<file path="src/rtl/bullcow_match_scheduler.sv">
// Match-level scheduler for the Bull/Cow core: debounced enter pulses, per-turn
// countdown with timeout strikes, and match win/forfeit detection.
module bullcow_match_scheduler #(
  parameter int DEBOUNCE_CYCLES = 16,
  parameter int TICK_CYCLES     = 50_000_000,
  parameter int TURN_SECONDS    = 30,
  parameter int MAX_STRIKES     = 3,
  parameter int WIN_TARGET      = 3
) (
  input  logic       clock,
  input  logic       reset,
  input  logic       btn_enter,
  input  logic       match_restart,
  input  logic [2:0] game_state,
  input  logic [7:0] j1_points,
  input  logic [7:0] j2_points,
  output logic       game_enter,
  output logic       active_player,
  output logic [7:0] seconds_left,
  output logic       timeout_pulse,
  output logic [2:0] j1_strikes,
  output logic [2:0] j2_strikes,
  output logic       match_over,
  output logic       match_winner
);

  localparam int DBW = $clog2(DEBOUNCE_CYCLES);
  localparam int TKW = $clog2(TICK_CYCLES);

  typedef enum logic [1:0] {SETUP, TURN, OVER} state_t;

  state_t           state;
  logic             sync1, sync2;
  logic             db_level, db_prev;
  logic [DBW-1:0]   db_cnt;
  logic [TKW-1:0]   tick;
  logic             turn_player;
  logic [7:0]       j1_base, j2_base;

  logic       in_guess, tick_wrap, turn_change, db_rise;
  logic       j1_win, j2_win, j1_out, j2_out, go_over, winner_next;
  logic [7:0] j1_delta, j2_delta;

  assign in_guess    = (game_state == 3'b010) || (game_state == 3'b011);
  assign tick_wrap   = (tick == TKW'(TICK_CYCLES - 1));
  assign turn_change = in_guess && (game_state[0] != turn_player);
  assign db_rise     = db_level && !db_prev;

  // Modulo-256 deltas so the counters may wrap without breaking the win check.
  assign j1_delta    = j1_points - j1_base;
  assign j2_delta    = j2_points - j2_base;
  assign j1_win      = (j1_delta >= 8'(WIN_TARGET));
  assign j2_win      = (j2_delta >= 8'(WIN_TARGET));
  assign j1_out      = (j1_strikes >= 3'(MAX_STRIKES));
  assign j2_out      = (j2_strikes >= 3'(MAX_STRIKES));
  assign go_over     = (state != OVER) && (j1_win || j2_win || j1_out || j2_out);
  // Points beat strikes; a strike forfeit hands the match to the opponent.
  assign winner_next = j1_win ? 1'b0 : (j2_win ? 1'b1 : j1_out);

  // NOTE: sequential state uses non-blocking assignments so every register
  // samples the pre-edge values of the others, independent of statement order.
  always_ff @(posedge clock or negedge reset) begin
    if (!reset) begin
      sync1    <= 1'b0;
      sync2    <= 1'b0;
      db_level <= 1'b0;
      db_prev  <= 1'b0;
      db_cnt   <= '0;
    end else begin
      sync1   <= btn_enter;
      sync2   <= sync1;
      db_prev <= db_level;
      if (sync2 != db_level) begin
        if (db_cnt == DBW'(DEBOUNCE_CYCLES - 1)) begin
          db_level <= sync2;
          db_cnt   <= '0;
        end else begin
          db_cnt <= db_cnt + 1'b1;
        end
      end else begin
        db_cnt <= '0;
      end
    end
  end

  always_ff @(posedge clock or negedge reset) begin
    if (!reset) begin
      state         <= SETUP;
      tick          <= '0;
      turn_player   <= 1'b0;
      j1_base       <= '0;
      j2_base       <= '0;
      game_enter    <= 1'b0;
      active_player <= 1'b0;
      seconds_left  <= '0;
      timeout_pulse <= 1'b0;
      j1_strikes    <= '0;
      j2_strikes    <= '0;
      match_over    <= 1'b0;
      match_winner  <= 1'b0;
    end else begin
      // NOTE: defaults ahead of the case make the pulse outputs single-cycle.
      timeout_pulse <= 1'b0;
      active_player <= game_state[0];
      game_enter    <= db_rise && (state != OVER) && !go_over;

      unique case (state)
        SETUP: begin
          if (go_over) begin
            state        <= OVER;
            match_over   <= 1'b1;
            match_winner <= winner_next;
          end else begin
            seconds_left <= 8'(TURN_SECONDS);
            tick         <= '0;
            if (in_guess) begin
              state       <= TURN;
              turn_player <= game_state[0];
            end
          end
        end

        TURN: begin
          if (go_over) begin
            state        <= OVER;
            match_over   <= 1'b1;
            match_winner <= winner_next;
          end else if (!in_guess) begin
            state        <= SETUP;
            seconds_left <= 8'(TURN_SECONDS);
            tick         <= '0;
          end else if (turn_change) begin
            // A turn change overrides any coincident tick wrap or timeout.
            turn_player  <= game_state[0];
            seconds_left <= 8'(TURN_SECONDS);
            tick         <= '0;
          end else if (tick_wrap) begin
            tick <= '0;
            if (seconds_left == 8'd1) begin
              timeout_pulse <= 1'b1;
              seconds_left  <= 8'(TURN_SECONDS);
              if (!turn_player) begin
                if (j1_strikes < 3'(MAX_STRIKES)) j1_strikes <= j1_strikes + 3'd1;
              end else begin
                if (j2_strikes < 3'(MAX_STRIKES)) j2_strikes <= j2_strikes + 3'd1;
              end
            end else begin
              seconds_left <= seconds_left - 8'd1;
            end
          end else begin
            tick <= tick + 1'b1;
          end
        end

        OVER: begin
          if (match_restart) begin
            state      <= SETUP;
            match_over <= 1'b0;
            j1_strikes <= '0;
            j2_strikes <= '0;
            j1_base    <= j1_points;
            j2_base    <= j2_points;
          end
        end

        default: state <= SETUP;
      endcase
    end
  end

endmodule
</file>
<file path="config.mk">
export PLATFORM = sky130hd
export DESIGN_NAME = bullcow_match_scheduler
export DESIGN_NICKNAME = d
export VERILOG_FILES = /design/src/rtl/bullcow_match_scheduler.sv
export SDC_FILE = /design/constraint.sdc
export NUM_CORES = 1
export LEC_CHECK = 0
export CORE_AREA = 8 8 101 103
export DETAILED_ROUTE_END_ITERATION = 7
export DIE_AREA = 0 0 109 111
export PLACE_DENSITY = 0.71
export SYNTH_ARGS = -nofsm -noshare
export SYNTH_HDL_FRONTEND = slang
export SYNTH_SLANG_ARGS = --single-unit
</file>
<file path="constraint.sdc">
create_clock -name clock -period 2.8 [get_ports clock]
set_input_delay 0.56 -clock clock [delete_from_list [all_inputs] [get_ports clock]]
set_output_delay 0.56 -clock clock [all_outputs]
set_load 0.01 [all_outputs]
</file>
==> impl_table.tex <==
\begin{tabular}{lr}
\hline
Metric & Value \\
\hline
\multicolumn{2}{l}{\textbf{Run status}} \\
\quad Outcome & finished with violations \\
\quad Violations in the final reports & setup timing \\
\multicolumn{2}{l}{\textbf{Timing}} \\
\quad Final cycle utilization of the critical path & 110\% \\
\quad Setup-failing EPs final & 39 \\
\quad Worst setup skew after layout & 0.0121 ns \\
\quad Final setup TNS & -5.56 ns \\
\quad Hold Violations, Final & 0 \\
\quad Final count of pins violating max slew & 0 \\
\quad Highest Clock Rate & 326 MHz \\
\quad Post-layout minimum cycle time & 3.07 ns \\
\quad RSZ-0062 raised after global routing & yes \\
\quad Slew margin rel. & 60.6\% \\
\quad Slew at the pin closest to its max-slew limit & 0.582 ns \\
\quad Post-layout worst setup margin & -0.269 ns \\
\quad Final-layout worst hold slack & 0.143 ns \\
\multicolumn{2}{l}{\textbf{Critical path}} \\
\quad Required time of the critical path & 3.03 ns \\
\quad Critical path type & in2reg \\
\quad Highest fanout seen on the critical path & 5 \\
\quad Data arrival time of the critical path & 3.30 ns \\
\quad Element type at the critical path end & flip-flop \\
\quad Type of element launching the critical path & input pin \\
\multicolumn{2}{l}{\textbf{Final layout}} \\
\quad Area of all placed cells without fillers & 6550 um\^{}2 \\
\quad Fillcell total & 548 \\
\quad Final standard cell count with taps included and fillers excluded & 698 \\
\quad Share of layout cells above drive strength 1 & 36.8\% \\
\quad Commonest cells after routing, fill and taps aside & 72 x sky130\_fd\_sc\_hd\_\_dfrtp\_1, 61 x sky130\_fd\_sc\_hd\_\_buf\_4, 33 x sky130\_fd\_sc\_hd\_\_nor2\_1 \\
\quad Net count of the finished layout & 634 \\
\quad Inserted Diodes & 0 \\
\quad Post-route core utilization & 76.6\% \\
\quad Layout overhead on the synthesized area & 49.4\% \\
\quad Most frequent standard cell in the layout excluding fill and tap cells & sky130\_fd\_sc\_hd\_\_dfrtp\_1 \\
\multicolumn{2}{l}{\textbf{Floorplan}} \\
\quad Cell Rows & 34 \\
\quad DIE WIDTH & 109 um \\
\quad Boundary Pins & 42 \\
\quad Height of the die & 111 um \\
\quad Core box area & 8550 um\^{}2 \\
\quad Die ar. & 12100 um\^{}2 \\
\quad Starting density of the core & 51.3\% \\
\multicolumn{2}{l}{\textbf{GRT}} \\
\quad Largest net degree at the start of global routing & 29 \\
\quad Number of antenna violations at the first check in global routing & 0 \\
\quad Vias in the first global route & 3904 \\
\quad Wire length of the first global-routing pass & 19.0 mm \\
\quad Sum of overflow across all layers after global routing & 0 \\
\quad Combined global-route utilization of all metal layers & 19.3\% \\
\multicolumn{2}{l}{\textbf{Place}} \\
\quad Standard cell area after detailed placement & 5260 um\^{}2 \\
\quad Placed wire-length estimate & 7.75 mm \\
\quad Total of buffers placed on input and output ports & 41 \\
\quad Gp weighted congestion & 0.868 \\
\quad Pre-CTS WS & -1.03 ns \\
\quad Count of placed standard cells including taps & 654 \\
\multicolumn{2}{l}{\textbf{Power and ir drop}} \\
\quad Total power & 4.58 mW \\
\quad Leakage & 2.78 nW \\
\quad Power per cell area & 699 nW/um\^{}2 \\
\quad Worst vdd rail ir drop & 334 uV \\
\multicolumn{2}{l}{\textbf{CTS}} \\
\quad Clock tree root driver cell & sky130\_fd\_sc\_hd\_\_clkbuf\_8 \\
\quad TritonCTS clock tree & done \\
\quad Number of buffers between clock root and the deepest sink & 2 \\
\quad Count of clock tree sinks & 72 \\
\quad H-tree levels & 3 \\
\quad Clk pin slew, worst setup/hold paths & 0.09 ns \\
\quad Total clock buffers created by CTS & 9 \\
\quad Post-cts hold buffer count & 0 \\
\quad Skew-Pair Late Insertion Delay & 0.36 ns \\
\multicolumn{2}{l}{\textbf{Route}} \\
\quad Routed wire length & 13.1 mm \\
\quad First-pass DRT Iterations & 5 \\
\quad Mean number of vias per cell & 5.97 \\
\quad First DRT Iteration DRCs & 199 \\
\quad Final routed DRC violation total & 0 \\
\quad Post-route ant nets & 0 \\
\quad Routed WL per cell & 18.8 um \\
\quad Vias after detailed routing & 4164 \\
\multicolumn{2}{l}{\textbf{Synth}} \\
\quad Post-synthesis register bit count & 72 \\
\quad Gate count of the mapped netlist & 474 \\
\quad Area of the mapped netlist & 4380 um\^{}2 \\
\quad Synth top area cells & sky130\_fd\_sc\_hd\_\_dfrtp\_1 41\%, sky130\_fd\_sc\_hd\_\_ha\_1 6.8\%, sky130\_fd\_sc\_hd\_\_mux2\_2 4.4\% \\
\quad Share of flip-flops with an asynchronous set or reset & 100\% \\
\quad Number of warning messages in the yosys log & 0 \\
\quad Post-Syn Nets & 523 \\
\quad Post-synthesis area per instance & 9.25 um\^{}2 \\
\quad Distinct cell type count after synthesis & 58 \\
\quad Fraction of post-synthesis cell area in the top cell type by area & 41.1\% \\
\quad Portion of the post-synthesis area used by sequential elements & 41.1\% \\
\quad Cell accounting for the most synthesized area & sky130\_fd\_sc\_hd\_\_dfrtp\_1 \\
\quad Count of flip-flops with a built-in enable after synthesis & 0 \\
\quad Most used flip-flop cell after synthesis & sky130\_fd\_sc\_hd\_\_dfrtp\_1 \\
\multicolumn{2}{l}{\textbf{Worst hold path}} \\
\quad Worst hold path type & in2async \\
\multicolumn{2}{l}{\textbf{Job}} \\
\quad Number of max-cap violations & 0 \\
\hline
\end{tabular}
==> worst paths after layout <==
check / from / slack [ns] / depth (start not counted) / endpoint
max: j1_points[2] / -0.27 / 13 / tick[12]$_DFFE_PN0P_
min: reset / 0.14 / 1 / j1_base[1]$_DFFE_PN0P_
max reg2reg: j1_base[1]$_DFFE_PN0P_ / -0.25 / 13 / tick[12]$_DFFE_PN0P_
min reg2reg: sync1$_DFF_PN0_ / 0.42 / 0 / sync2$_DFF_PN0_
max in group asynchronous: reset / 1.89 / 2 / tick[13]$_DFFE_PN0P_
min in group clock: sync1$_DFF_PN0_ / 0.42 / 0 / sync2$_DFF_PN0_
==> power breakdown <==
part           switching [mW]  leakage (nW)  internal [mW]
sequential             0.0884         0.955           1.18
combinational            1.07          1.71           1.20
clock                   0.447         0.119          0.594
total                    1.61          2.78           2.98
==> Yosys cell counts, types with 4 or more instances <==
library cell	n
sky130_fd_sc_hd__o31ai_1	18
sky130_fd_sc_hd__mux2_2	17
sky130_fd_sc_hd__o21ai_0	38
sky130_fd_sc_hd__inv_1	35
sky130_fd_sc_hd__nor2_1	35
sky130_fd_sc_hd__clkbuf_1	12
sky130_fd_sc_hd__a21oi_1	25
sky130_fd_sc_hd__nor3_1	7
sky130_fd_sc_hd__a31oi_1	4
sky130_fd_sc_hd__xnor2_1	10
sky130_fd_sc_hd__nand4_1	6
sky130_fd_sc_hd__o2bb2ai_1	7
sky130_fd_sc_hd__nand2_1	33
sky130_fd_sc_hd__ha_1	24
sky130_fd_sc_hd__and3_1	13
sky130_fd_sc_hd__a21o_1	4
sky130_fd_sc_hd__nor2b_1	5
sky130_fd_sc_hd__o21a_1	4
sky130_fd_sc_hd__nor4_1	13
sky130_fd_sc_hd__nand2b_1	5
sky130_fd_sc_hd__nand3_1	26
sky130_fd_sc_hd__dfrtp_1	72
sky130_fd_sc_hd__and2_1	6
==> registers in the layout, indices dropped and copies added, names as in the netlist <==
register,flops
db_level,1
j2_strikes,3
sync2,1
db_prev,1
sync1,1
tick,26
timeout_pulse,1
match_winner,1
j2_base,8
j1_strikes,3
state,2
db_cnt,4
seconds_left,8
turn_player,1
active_player,1
j1_base,8
game_enter,1
match_over,1
==> cell type report <==
cell class,count,area [um^2],share of cell area (%)
Tap cell,108,135,2.06
Clock inverter,7,120,1.83
Sequential cell,72,1800,27.5
Timing Repair Buffer,115,1070,16.3
Clock buffer,9,124,1.89
Multi-Input combinational cell,352,3160,48.2
Inverter,35,144,2.20
==> critical path, cell delays in order <==
cell and delay (ns):
sky130_fd_sc_hd__dlygate4sd2_1 0.27, sky130_fd_sc_hd__ha_4 0.17, sky130_fd_sc_hd__or2_2 0.29, sky130_fd_sc_hd__o211ai_1 0.32, sky130_fd_sc_hd__a21oi_1 0.14, sky130_fd_sc_hd__xnor2_1 0.21
sky130_fd_sc_hd__buf_4 0.16, sky130_fd_sc_hd__nand4_1 0.16, sky130_fd_sc_hd__or3_4 0.49, sky130_fd_sc_hd__buf_12 0.17, sky130_fd_sc_hd__buf_16 0.13, sky130_fd_sc_hd__o21ai_4 0.15
sky130_fd_sc_hd__o31ai_4 0.08
==> logic make-up (layout without fill, tap and decap cells) <==
group	Yosys count	in the layout	synth area share, %
DFF	72	72	41.1
adders and majority gates	26	26	7.76
buffers and inverters	50	166	4.65
muxes	19	19	4.82
AOI/OAI and AO/OA	119	119	17.2
xor gates and xnor gates	12	12	2.40
and+or+nand+nor	176	176	22.0
==> routing by layer <==
layer	share of wire, %	vias to the layer above	global-route usage [%]
li1	-	1962	-
met1	42	2031	26.2
met2	50	137	29.8
met3	5.5	34	3.31
met4	2.6	0	7.12
met5	0	-	0
==> timing repair <==
| item | 4_1_cts | 5_1_grt |
|---|---|---|
| setup buffers | 11 | 18 |
| resized for setup | 110 | 80 |
| pin swaps | 47 | 48 |
| cloned | 4 | 0 |
| endpoints found under the setup margin | 47 | 45 |
| hold endpoints to repair | 0 | 0 |
Note: power is estimated with default switching activity, not from simulation.
